### src/rtl/conv_window_scheduler_if.sv
// Handshake and tag bundle between the window scheduler and its neighbours:
// the upstream pixel source, the 3x3 window buffer and the MAC engine.
interface conv_window_scheduler_if #(
  parameter int CW = 8
);
  logic          start;
  logic          abort;
  logic          in_valid;
  logic          in_ready;
  logic          buf_load_en;
  logic          buf_step_en;
  logic          win_valid;
  logic          win_ready;
  logic [CW-1:0] win_ch;
  logic [CW-1:0] win_row;
  logic [CW-1:0] win_col;
  logic          first_ch;
  logic          last_ch;
  logic          busy;
  logic          done;

  // Job controller / pixel source / MAC side.
  modport master (
    output start, abort, in_valid, win_ready,
    input  in_ready, buf_load_en, buf_step_en, win_valid,
           win_ch, win_row, win_col, first_ch, last_ch, busy, done
  );

  // Scheduler side.
  modport slave (
    input  start, abort, in_valid, win_ready,
    output in_ready, buf_load_en, buf_step_en, win_valid,
           win_ch, win_row, win_col, first_ch, last_ch, busy, done
  );
endinterface

### src/rtl/conv_window_scheduler.sv
// Sequencer for the padded 3x3 window buffer: gates the pixel load, clocks
// the zero-padding pass, then steps out one tagged window per handshake.
module conv_window_scheduler #(
  parameter int CHANNEL = 2,
  parameter int ROW     = 4,
  parameter int COL     = 4,
  parameter int F_ROW   = 3,
  parameter int F_COL   = 3,
  parameter int CW      = 8,
  parameter int NW      = 20
) (
  input  logic                   clk,
  input  logic                   rst_,
  conv_window_scheduler_if.slave bus
);

  localparam int PIX  = CHANNEL * ROW * COL;
  localparam int PADN = CHANNEL * (ROW + F_ROW - 1) * (COL + F_COL - 1);

  localparam logic [NW-1:0] LOAD_LAST = NW'(PIX - 1);
  localparam logic [NW-1:0] PAD_LAST  = NW'(PADN - 1);
  localparam logic [NW-1:0] NW_ONE    = NW'(1);
  localparam logic [CW-1:0] CH_LAST   = CW'(CHANNEL - 1);
  localparam logic [CW-1:0] ROW_LAST  = CW'(ROW - 1);
  localparam logic [CW-1:0] COL_LAST  = CW'(COL - 1);
  localparam logic [CW-1:0] CW_ONE    = CW'(1);

  localparam logic [2:0] S_IDLE    = 3'd0;
  localparam logic [2:0] S_LOAD    = 3'd1;
  localparam logic [2:0] S_PAD     = 3'd2;
  localparam logic [2:0] S_ISSUE   = 3'd3;
  localparam logic [2:0] S_PRESENT = 3'd4;
  localparam logic [2:0] S_DONE    = 3'd5;

  logic [2:0]    state, state_n;
  logic [NW-1:0] load_cnt, pad_cnt;
  logic [CW-1:0] ch, row, col;
  logic [CW-1:0] ch_n, row_n, col_n;
  logic          in_ready_q, step_q, valid_q, first_q, last_q, busy_q, done_q;
  logic          beat, take, last_win;

  // The pixel strobe is the only combinational output so a pixel is written
  // in the same cycle the source offers it.
  assign beat            = in_ready_q & bus.in_valid;
  assign take            = (state == S_PRESENT) & bus.win_ready;
  assign last_win        = (ch == CH_LAST) && (row == ROW_LAST) && (col == COL_LAST);

  assign bus.buf_load_en = beat;
  assign bus.in_ready    = in_ready_q;
  assign bus.buf_step_en = step_q;
  assign bus.win_valid   = valid_q;
  assign bus.win_ch      = ch;
  assign bus.win_row     = row;
  assign bus.win_col     = col;
  assign bus.first_ch    = first_q;
  assign bus.last_ch     = last_q;
  assign bus.busy        = busy_q;
  assign bus.done        = done_q;

  // Next state; abort overrides every transition including start.
  always_comb begin
    // NOTE: defaulting every output first keeps this block free of inferred latches.
    state_n = state;
    case (state)
      S_IDLE:    if (bus.start) state_n = S_LOAD;
      S_LOAD:    if (beat && (load_cnt == LOAD_LAST)) state_n = S_PAD;
      S_PAD:     if (pad_cnt == PAD_LAST) state_n = S_ISSUE;
      S_ISSUE:   state_n = S_PRESENT;
      S_PRESENT: if (bus.win_ready) state_n = last_win ? S_DONE : S_ISSUE;
      S_DONE:    state_n = S_IDLE;
      default:   state_n = S_IDLE;
    endcase
    if (bus.abort) state_n = S_IDLE;
  end

  // Window coordinate advance on handshake: channel fastest, then column, then row.
  always_comb begin
    ch_n  = ch;
    row_n = row;
    col_n = col;
    if (take) begin
      if (ch != CH_LAST) begin
        ch_n = ch + CW_ONE;
      end else begin
        ch_n = '0;
        if (col != COL_LAST) begin
          col_n = col + CW_ONE;
        end else begin
          col_n = '0;
          row_n = (row == ROW_LAST) ? '0 : row + CW_ONE;
        end
      end
    end
  end

  // State, counters and registered outputs, all decoded from the next state.
  // NOTE: the asynchronous reset clears outputs immediately, without waiting for clk.
  always_ff @(posedge clk or negedge rst_) begin
    if (!rst_) begin
      state      <= S_IDLE;
      load_cnt   <= '0;
      pad_cnt    <= '0;
      ch         <= '0;
      row        <= '0;
      col        <= '0;
      in_ready_q <= 1'b0;
      step_q     <= 1'b0;
      valid_q    <= 1'b0;
      first_q    <= 1'b0;
      last_q     <= 1'b0;
      busy_q     <= 1'b0;
      done_q     <= 1'b0;
    end else begin
      // NOTE: non-blocking assignments so every register samples pre-edge values.
      state      <= state_n;
      load_cnt   <= (state_n != S_LOAD) ? '0 : (beat ? load_cnt + NW_ONE : load_cnt);
      pad_cnt    <= (state == S_PAD && state_n == S_PAD) ? pad_cnt + NW_ONE : '0;
      ch         <= (state_n == S_IDLE) ? '0 : ch_n;
      row        <= (state_n == S_IDLE) ? '0 : row_n;
      col        <= (state_n == S_IDLE) ? '0 : col_n;
      in_ready_q <= (state_n == S_LOAD);
      step_q     <= (state_n == S_PAD) || (state_n == S_ISSUE);
      valid_q    <= (state_n == S_PRESENT);
      // ch only moves on a handshake that leaves PRESENT, so it is the tag here.
      first_q    <= (state_n == S_PRESENT) && (ch == '0);
      last_q     <= (state_n == S_PRESENT) && (ch == CH_LAST);
      busy_q     <= (state_n != S_IDLE);
      done_q     <= (state_n == S_DONE);
    end
  end

endmodule

### src/flat_wrapper.sv
// flat-port wrapper written by rule: the top's interface ports become plain ports
module conv_window_scheduler_flat 
#(
  parameter int CHANNEL = 2,
  parameter int ROW     = 4,
  parameter int COL     = 4,
  parameter int F_ROW   = 3,
  parameter int F_COL   = 3,
  parameter int CW      = 8,
  parameter int NW      = 20
)
  (clk, rst_, bus_start, bus_abort, bus_in_valid, bus_win_ready, bus_in_ready, bus_buf_load_en, bus_buf_step_en, bus_win_valid, bus_win_ch, bus_win_row, bus_win_col, bus_first_ch, bus_last_ch, bus_busy, bus_done);
  conv_window_scheduler_if #(.CW(CW)) bus_i ();
  input  logic clk;
  input  logic rst_;
  input wire logic [$bits(bus_i.start)-1:0] bus_start;
  input wire logic [$bits(bus_i.abort)-1:0] bus_abort;
  input wire logic [$bits(bus_i.in_valid)-1:0] bus_in_valid;
  input wire logic [$bits(bus_i.win_ready)-1:0] bus_win_ready;
  output wire logic [$bits(bus_i.in_ready)-1:0] bus_in_ready;
  output wire logic [$bits(bus_i.buf_load_en)-1:0] bus_buf_load_en;
  output wire logic [$bits(bus_i.buf_step_en)-1:0] bus_buf_step_en;
  output wire logic [$bits(bus_i.win_valid)-1:0] bus_win_valid;
  output wire logic [$bits(bus_i.win_ch)-1:0] bus_win_ch;
  output wire logic [$bits(bus_i.win_row)-1:0] bus_win_row;
  output wire logic [$bits(bus_i.win_col)-1:0] bus_win_col;
  output wire logic [$bits(bus_i.first_ch)-1:0] bus_first_ch;
  output wire logic [$bits(bus_i.last_ch)-1:0] bus_last_ch;
  output wire logic [$bits(bus_i.busy)-1:0] bus_busy;
  output wire logic [$bits(bus_i.done)-1:0] bus_done;
  assign bus_i.start = bus_start;
  assign bus_i.abort = bus_abort;
  assign bus_i.in_valid = bus_in_valid;
  assign bus_i.win_ready = bus_win_ready;
  assign bus_in_ready = bus_i.in_ready;
  assign bus_buf_load_en = bus_i.buf_load_en;
  assign bus_buf_step_en = bus_i.buf_step_en;
  assign bus_win_valid = bus_i.win_valid;
  assign bus_win_ch = bus_i.win_ch;
  assign bus_win_row = bus_i.win_row;
  assign bus_win_col = bus_i.win_col;
  assign bus_first_ch = bus_i.first_ch;
  assign bus_last_ch = bus_i.last_ch;
  assign bus_busy = bus_i.busy;
  assign bus_done = bus_i.done;
  conv_window_scheduler #(.CHANNEL(CHANNEL), .ROW(ROW), .COL(COL), .F_ROW(F_ROW), .F_COL(F_COL), .CW(CW), .NW(NW)) u_core (.clk(clk), .rst_(rst_), .bus(bus_i));
endmodule
### config.mk
export PLATFORM = sky130hd
export DESIGN_NAME = conv_window_scheduler_flat
export DESIGN_NICKNAME = d
export VERILOG_FILES = /design/src/rtl/conv_window_scheduler_if.sv /design/src/rtl/conv_window_scheduler.sv /design/src/flat_wrapper.sv
export SDC_FILE = /design/constraint.sdc
export NUM_CORES = 1
export LEC_CHECK = 0
export ABC_AREA = 1
export CAP_MARGIN = 30
export CORE_MARGIN = 2
export CORE_UTILIZATION = 54
export CTS_CLUSTER_DIAMETER = 120
export DETAILED_ROUTE_END_ITERATION = 10
export PLACE_DENSITY = 0.78
export REMOVE_ABC_BUFFERS = 1
export SYNTH_ARGS = -nofsm -noshare
export SYNTH_HDL_FRONTEND = slang
export SYNTH_SLANG_ARGS = --single-unit
### constraint.sdc
create_clock -name clk -period 5.7 [get_ports clk]
set_input_delay 0.855 -clock clk [delete_from_list [all_inputs] [get_ports clk]]
set_output_delay 0.855 -clock clk [all_outputs]
set_load 0.1 [all_outputs]
Word level (Yosys, flattened, before mapping). Cells that the tools add are included.

Add/subtract/negate cells: 5. Multiply operators: 0. Div/mod/pow operators: 0. Magnitude comparators: 0. Equality and inequality tests: 19. Shifts and indexed selects: 0. Multiplexer cells: 22. Bitwise gates (word level): 2. Reductions and logical operators: 15.

Operator list (count): 8-bit 2-to-1 mux (12); 20-bit 2-to-1 mux (3); 20-bit by 1-bit adder with 20-bit output, second input constant (2); 8-bit by 1-bit adder with 8-bit output, second input constant (3); 20-bit by 5-bit == test with 1-bit output, second input constant (1); 20-bit by 7-bit == test with 1-bit output, second input constant (1); 3-bit 2-to-1 mux (6); 8-bit by 2-bit == test with 1-bit output, second input constant (2); 3-bit one-hot mux with 5 select lines (1); 3-bit by 2-bit == test with 1-bit output, second input constant (4); 3-bit == test, second input constant (3); 8-bit by 1-bit == test with 1-bit output, second input constant (1); 8-bit logical NOT (1); 8-bit by 1-bit != test with 1-bit output, second input constant (1); 8-bit by 2-bit != test with 1-bit output, second input constant (1); 3-bit by 1-bit == test with 1-bit output, second input constant (2); 1-bit logical AND (6); 3-bit logical NOT (2); 2-bit != test, second input constant (2); 2-bit nonzero test (2); 3-bit by 1-bit != test with 1-bit output, second input constant (1); 3-bit AND reduction (1); 3-bit nonzero test (1); 1-bit AND (2); 2 further kinds (2).

Flip-flop bits (word level): 74. Bits in latches: 0. Bits in writable memories: 0. ROM bits: 0. Input bits: 6. Output and inout bits: 32. Word-level logic and storage cells: 76. Memories kept: 0.

Longest topological paths before layout. Gate-level depths: netlist of run 1.

Depth in word-level cells: 10. Gate-level depth with buffers: 15.

Worst setup path before layout of run 1. No wires, ideal clock.

Path kind: flip-flop to flip-flop. From: reg u_core.in_ready_q (netlist: u_core.bus.in_ready). To: reg u_core.row[2] (netlist: u_core.bus.win_row[2]). Setup time: 133 ps. Arrival: 2547 ps. Data required time: 5567 ps. Setup slack: 3020 ps. Stages on the path, launching flop included: 15. Clock period less this slack: 2680 ps. Cells stage by stage: dfrtp_1 -> nand2_2 -> inv_2 -> nand2_1 -> nor2_1 -> nand3_1 -> nand2_1 -> nand3_1 -> nand2_2 -> nand3_4 -> buf_6 -> nand2_1 -> inv_1 -> nand2_1 -> nand2_1.

Longest elaborated chain between the ends: 8. Elaborated cells on any way between the ends: 11. Classes of those cells: eq/ne (2); mux (4); bitwise (1); reduce/logical (4).

RTL lines: start, declared (RTL line conv_window_scheduler.sv:39) `logic in_ready_q, step_q, valid_q, first_q, last_q, busy_q, done_q;`; start signal, assigned (RTL line conv_window_scheduler.sv:121) `in_ready_q <= (state_n == S_LOAD);`; 1-bit AND (*) (RTL line conv_window_scheduler.sv:44) `assign beat = in_ready_q & bus.in_valid;`; named net bus_buf_load_en (RTL line flat_wrapper.sv:21) `output wire logic [$bits(bus_i.buf_load_en)-1:0] bus_buf_load_en;`; 1-bit logical AND (*) (RTL line conv_window_scheduler.sv:66) `S_LOAD: if (beat && (load_cnt == LOAD_LAST)) state_n = S_PAD;`; 3-bit 2-to-1 mux (*) (RTL line conv_window_scheduler.sv:66); 3-bit one-hot mux with 5 select lines (*) (RTL line conv_window_scheduler.sv:64) `case (state)`; 3-bit 2-to-1 mux (*) (RTL line conv_window_scheduler.sv:73) `if (bus.abort) state_n = S_IDLE;`; 3-bit logical NOT (*) (RTL line conv_window_scheduler.sv:119) `row <= (state_n == S_IDLE) ? '0 : row_n;`; 2-bit != test (no line) or 2-bit nonzero test (tied branches); 3-bit AND reduction (no line); end signal, assigned (RTL line conv_window_scheduler.sv:119); end, declared (RTL line conv_window_scheduler.sv:37) `logic [CW-1:0] ch, row, col;`.

Mark *: on every way through the listed nets, which the timed path passes. The rest lies on a longest branch. A chain may end at the register's enable or synchronous reset.

Final worst setup path of run 1.
From: in bus_in_valid. To: out bus_buf_load_en.

Longest elaborated chain between the ends: 1.

RTL lines: start, declared (RTL line flat_wrapper.sv:18) `input wire logic [$bits(bus_i.in_valid)-1:0] bus_in_valid;`; 1-bit AND (RTL line conv_window_scheduler.sv:44); end, declared (RTL line flat_wrapper.sv:21).

Every way passes these cells.

==> results of run 1 <==
## how the worst min path moves through the flow
stage | depth (start not counted) | slack [ps] | to
4_1_cts | 1 | 470 | u_core.pad_cnt[0]
3_3_place_gp | 1 | 450 | u_core.pad_cnt[0]
2_1_floorplan | 1 | 430 | u_core.pad_cnt[0]
3_5_place_dp | 1 | 460 | u_core.pad_cnt[0]
5_1_grt | 1 | 490 | u_core.pad_cnt[0]
6_report | 1 | 470 | u_core.pad_cnt[0]
## layer usage
metal  global-route usage [%]  wire length, microns  share of wire [%]  vias up
met5                        0                     0                  0        -
met4                     7.20                    93                1.1        0
met3                     3.57                   257                3.1        9
met2                     36.6                  3990                 49       58
met1                     28.4                  3880                 47     1643
li1                         -                     -                  -     1711
## kinds of logic (layout without fill, tap and decap cells)
kind of cell | Yosys count | in the layout | synth area share [%]
compound gates | 30 | 30 | 4.79
buf+inv | 78 | 121 | 7.78
xor+xnor | 32 | 32 | 6.84
fa+ha+maj | 7 | 7 | 2.14
flops | 74 | 74 | 45.2
simple gates | 291 | 291 | 33.3
## through the flow
stage	area (sq um)	total power, W	worst slack, ps
floorplan	4040	0.000598	2810
global placement	4530	0.000627	2210
detailed placement	4530	0.000629	2190
CTS	4750	0.00108	2190
global route	4770	0.00111	2140
finish	4770	0.00107	2180
## sequential cells by signal (all words and copies together), names as in the netlist
name and count:
u_core.bus.win_valid 1, u_core.bus.buf_step_en 1, u_core.bus.last_ch 1, u_core.state 3, u_core.bus.busy 1, u_core.bus.first_ch 1, u_core.pad_cnt 20, u_core.load_cnt 20
u_core.bus.win_ch 8, u_core.bus.in_ready 1, u_core.bus.win_row 8, u_core.bus.win_col 8, u_core.bus.done 1
## layout make-up
class                   count  area, sq um
clock buffers              13          159
clock inverters             2         60.1
fillers                   650         2520
inverters                  68          255
multi-input cells         360         1930
flip-flops and latches     74         1850
well taps                  99          124
repair buffers             38          395
## placed cells by master (no fill, tap or decap), types with 6 or more instances in the layout
cell	count
clkdlybuf4s50_1	36
o21ai_1	8
dfrtp_1	74
nor3_1	15
xor2_1	26
nand2_1	103
clkbuf_8	11
xnor2_1	6
nand3_1	30
inv_2	6
nor2_1	87
inv_1	62
nand4_1	23
nor3b_1	6
ha_1	7
## power groups by stage
stage	clock [W]	sequential (W)	combinational (W)
after detailed placement	0	0.000543	0.0000860
final	0.000447	0.000533	0.0000872
after global placement	0	0.000543	0.0000847
after global routing	0.000485	0.000533	0.0000947
after CTS	0.000459	0.000533	0.0000861
after floorplan	0	0.000564	0.0000336
## worst reg2reg max path, cell delays in order, from the launching register on
cell	delay, ps
dfrtp_1	410
inv_1	120
ha_1	160
nand2_1	70
nor2_2	420
nand4_2	160
nand3_2	120
nand2_2	80
nand2_4	110
nand3_4	340
nand2_4	280
nand2_4	110
nand2_1	80
nand2_1	50
==> out/results.ini, run 1 <==
[timing]
maxSlewViolCount = 0
whs_ps = 467
max_slew_margin_pct = 34.0
rsz0062_at_grt = no
final.min_clock_period_ps = 3520
setup_violations = 0
timing.fmax_mhz = 284
clock_skew_ps = 5.61
tightest_slew_ps = 987
final_hold_viol_count = 0
finalCritPeriodShare_pct = 61.7
finalSetupTns_ps = 0

[worst_setup_path]
cpLargestDelayFamily = buffers and inverters
rr_startpoint = u_core.bus.win_ch[1]
end_kind = output port
worstSetupEndpoint = bus_buf_load_en
slowest_stage = clkdlybuf4s50_1
critical_path_depth = 4
worst-path-buf-inv = 3
cp.required_ps = 4850
ff2ff_setup_slack_ps = 3100
path_common_cell = clkdlybuf4s50_1
r2r-end = u_core.bus.win_col[4]
start_kind = input port
cp-startpoint = bus_in_valid
worst-path-max-fanout = 6
r2r_cells = 13
crit_arrival_ps = 2660
critPathMaxStageDelay_ps = 1130
worstSetupPathType = in -> out
crit_chain = clkdlybuf4s50_1, nand2_2, inv_2, clkdlybuf4s50_1

[power]
pwr-share-seq_pct = 50.0
power-per-cell-area_nw_per_um2 = 223
p_comb_share_pct = 8.2
power_switching_w = 0.000248
internal_power_w = 0.000819
peakVddDrop_uv = 115
p_leak_nw = 2.32
netSwitchingFraction_pct = 23.3
clkPwrFrac_pct = 41.9

[clocking]
clock_sinks = 74
h-tree-depth = 3
cts_tree = yes
clk_pin_slew_worst_paths_ps = 70
cts_setup_buffers = 0
postCtsResizedCells = 0
clockBufferDepth = 2
cts.hold.buffers_added = 0
cts_buffers = 9
worst_skew_pair.late_latency_ps = 340
root_buffer = clkbuf_8

[floorplanning]
dieArea_sq_um = 8310
ios = 38
die_y_microns = 91.1
core-area_sq_um = 7290
fp.dieW_microns = 91.1
num_rows = 31
initial_core_util_pct = 56.2

[yosys]
synth.most_common_cell = nand2_1
synth_warnings = 0
ys_seq_area_share_pct = 45.2
yosys.area.top_type_share_pct = 45.2
syn_area_sq_um = 4100
yosysTopAreaCell = dfrtp_1
synth_flop_cell = dfrtp_1
syn_avg_cell_area_sq_um = 8.01
synthCells = 512
async_flop_share_pct = 100
synth_seq_cells = 74
synth_area_leaders = dfrtp_1 45%, nand2_1 9.4%, nor2_1 8.0%
synth_edf_count = 0
synthTopCellsByCount = 103 x nand2_1, 87 x nor2_1, 74 x dfrtp_1
ys_types = 39

[route]
wl_per_cell_microns = 12.6
drt_iter0_markers = 178
wirelength_microns = 8220
drc = 0
first_pass_iters = 4
final_antenna_net_count = 0
viasPerCell = 5.23
vias = 3421

[grt]
grt_use_total_pct = 21.7
grt_pass1_wl_microns = 14800
grt_overflow_total = 0
grt_pass1_vias = 3363
grt_max_degree = 75
antenna_found_initial = 0

[placed_design]
dp_cells = 638
place_congestion = 0.847
dp_hpwl_microns = 5660
numPortBuffers = 37

[min_path]
worstHoldStart = u_core.pad_cnt[0]
hold_class = reg -> reg

[finish]
fin_nets = 564
drive_above_1_share_pct = 8.11
final_core_util_pct = 65.5
synthToLayoutAreaGrowth_pct = 16.4
final_cell_count_no_fill = 654
diodes = 0

[job]
maxCapViolations = 0

[status]
status = finished, final reports clean

No activity file was read; power rests on OpenSTA's default activity.
==> run 2, diff against run 1 <==
--- a/config.mk
+++ b/config.mk
@@ -8,7 +8,7 @@
 export ABC_AREA = 1
 export CAP_MARGIN = 30
 export CORE_MARGIN = 2
-export CORE_UTILIZATION = 54
+export CORE_UTILIZATION = 52
 export CTS_CLUSTER_DIAMETER = 120
 export DETAILED_ROUTE_END_ITERATION = 10
 export PLACE_DENSITY = 0.78
==> constraint.sdc (replaced) <==
create_clock -name clk -period 3.1 [get_ports clk]
set_input_delay 0.465 -clock clk [delete_from_list [all_inputs] [get_ports clk]]
set_output_delay 0.465 -clock clk [all_outputs]
set_load 0.1 [all_outputs]
==> out/results.ini, run 2 (synthesis results as in run 1) <==
[worst_setup_path]
start_kind = register
r2r_cells = 13
crit_arrival_ps = 2730
cp.required_ps = 3330
worst-path-max-fanout = 37
worstSetupPathType = reg -> reg
end_kind = register

[floorplanning]
dieArea_sq_um = 8610
core-area_sq_um = 7690
initial_core_util_pct = 53.3
die_y_microns = 92.8
ios = 38
num_rows = 32
fp.dieW_microns = 92.8

[timing]
maxSlewViolCount = 0
timing.fmax_mhz = 400
whs_ps = 335
final.min_clock_period_ps = 2500
max_slew_margin_pct = 38.1
final_hold_viol_count = 0
clock_skew_ps = 8.23
finalCritPeriodShare_pct = 80.7
tightest_slew_ps = 928
setup_violations = 0
finalSetupTns_ps = 0
rsz0062_at_grt = no

[job]
maxCapViolations = 0

[finish]
final_core_util_pct = 60.8
drive_above_1_share_pct = 14.4
mostFrequentLayoutCells = 103 x nand2_1, 87 x nor2_1, 74 x dfrtp_1
final_common_cell = nand2_1
fin_nets = 566
fillers = 700
synthToLayoutAreaGrowth_pct = 14.0
multi_input_area_sq_um = 1930
diodes = 0
regArea_sq_um = 1850
largest_registers = u_core.load_cnt x20, u_core.pad_cnt x20

[grt]
grt_max_degree = 75
grt_overflow_total = 0
grt_pass1_wl_microns = 14200
grt_use_total_pct = 20.6
antenna_found_initial = 0
grt_pass1_vias = 3079

[power]
peakVddDrop_uv = 254
power-per-cell-area_nw_per_um2 = 405
p_leak_nw = 2.38

[placed_design]
place_congestion = 0.789
dp_hpwl_microns = 5650
numPortBuffers = 37

[clocking]
cts_buffers = 9
h-tree-depth = 3
clk_pin_slew_worst_paths_ps = 70
cts_setup_buffers = 0
postCtsResizedCells = 0
clock_sinks = 74
root_buffer = clkbuf_8
clockBufferDepth = 2
worst_skew_pair.late_latency_ps = 340
cts.hold.buffers_added = 0
cts_tree = yes

[route]
drt_iter0_markers = 158
drc = 0
final_antenna_net_count = 0
first_pass_iters = 4
wirelength_microns = 8080
vias = 3354
wl_per_cell_microns = 12.3
viasPerCell = 5.09

[min_path]
hold_class = in -> async

[status]
status = finished, final reports clean

==> run 2: worst paths after layout <==
check,startpoint,to,slack [ps]
min in group clk,u_core.pad_cnt[0],u_core.pad_cnt[0],470
max in group asynchronous,rst_,u_core.load_cnt[1],2150
worst min-delay path,rst_,u_core.bus.win_row[4],330
worst max-delay path,u_core.bus.win_ch[1],u_core.bus.win_col[0],600
worst max register to register,u_core.bus.win_ch[1],u_core.bus.win_col[0],600
worst min register to register,u_core.pad_cnt[0],u_core.pad_cnt[0],470
==> run 2: power by group <==
part | switching, W | leakage (nW) | internal [W]
registers | 0.00000743 | 1.03 | 0.000972
clock network | 0.000332 | 0.106 | 0.000433
logic | 0.000118 | 1.24 | 0.0000333
==> run 2: final cells by class <==
cell class,instances,share of cell area (%)
inverters,68,5.46
clock buffers,13,3.61
multi-input cells,360,41.3
well taps,102,2.73
clock inverters,2,0.749
repair buffers,40,6.58
flip-flops and latches,74,39.6
==> run 2: per-stage QoR <==
stage / power, W / setup WS [ps] / cells / instance area [sq um]
2_1_floorplan: 0.00110 / 205 / 502 / 4040
3_3_place_gp: 0.00115 / 535 / 644 / 4470
3_5_place_dp: 0.00115 / 453 / 644 / 4470
4_1_cts: 0.00192 / 589 / 659 / 4680
5_1_grt: 0.00198 / 306 / 659 / 4680
6_report: 0.00190 / 599 / 659 / 4680
==> run 2: worst max-delay path, cell delays in order, from the launching register on <==
cell and delay, ps:
dfrtp_1 400, inv_1 130, ha_1 160, nand2_1 60
nor2_2 400, nand4_2 140, nand3_2 110, nand2_2 70
nand2_4 100, nand3_4 340, nand2_4 250, nand2_4 100
nand2_1 70, nand2_1 50
==> run 2: layer usage <==
| layer | vias up | share of wire [%] | global-route usage [%] |
|---|---|---|---|
| li1 | 1718 | - | - |
| met1 | 1574 | 51 | 30.0 |
| met2 | 55 | 45 | 30.8 |
| met3 | 7 | 3.3 | 4.96 |
| met4 | 0 | 0.95 | 5.64 |
| met5 | - | 0 | 0 |
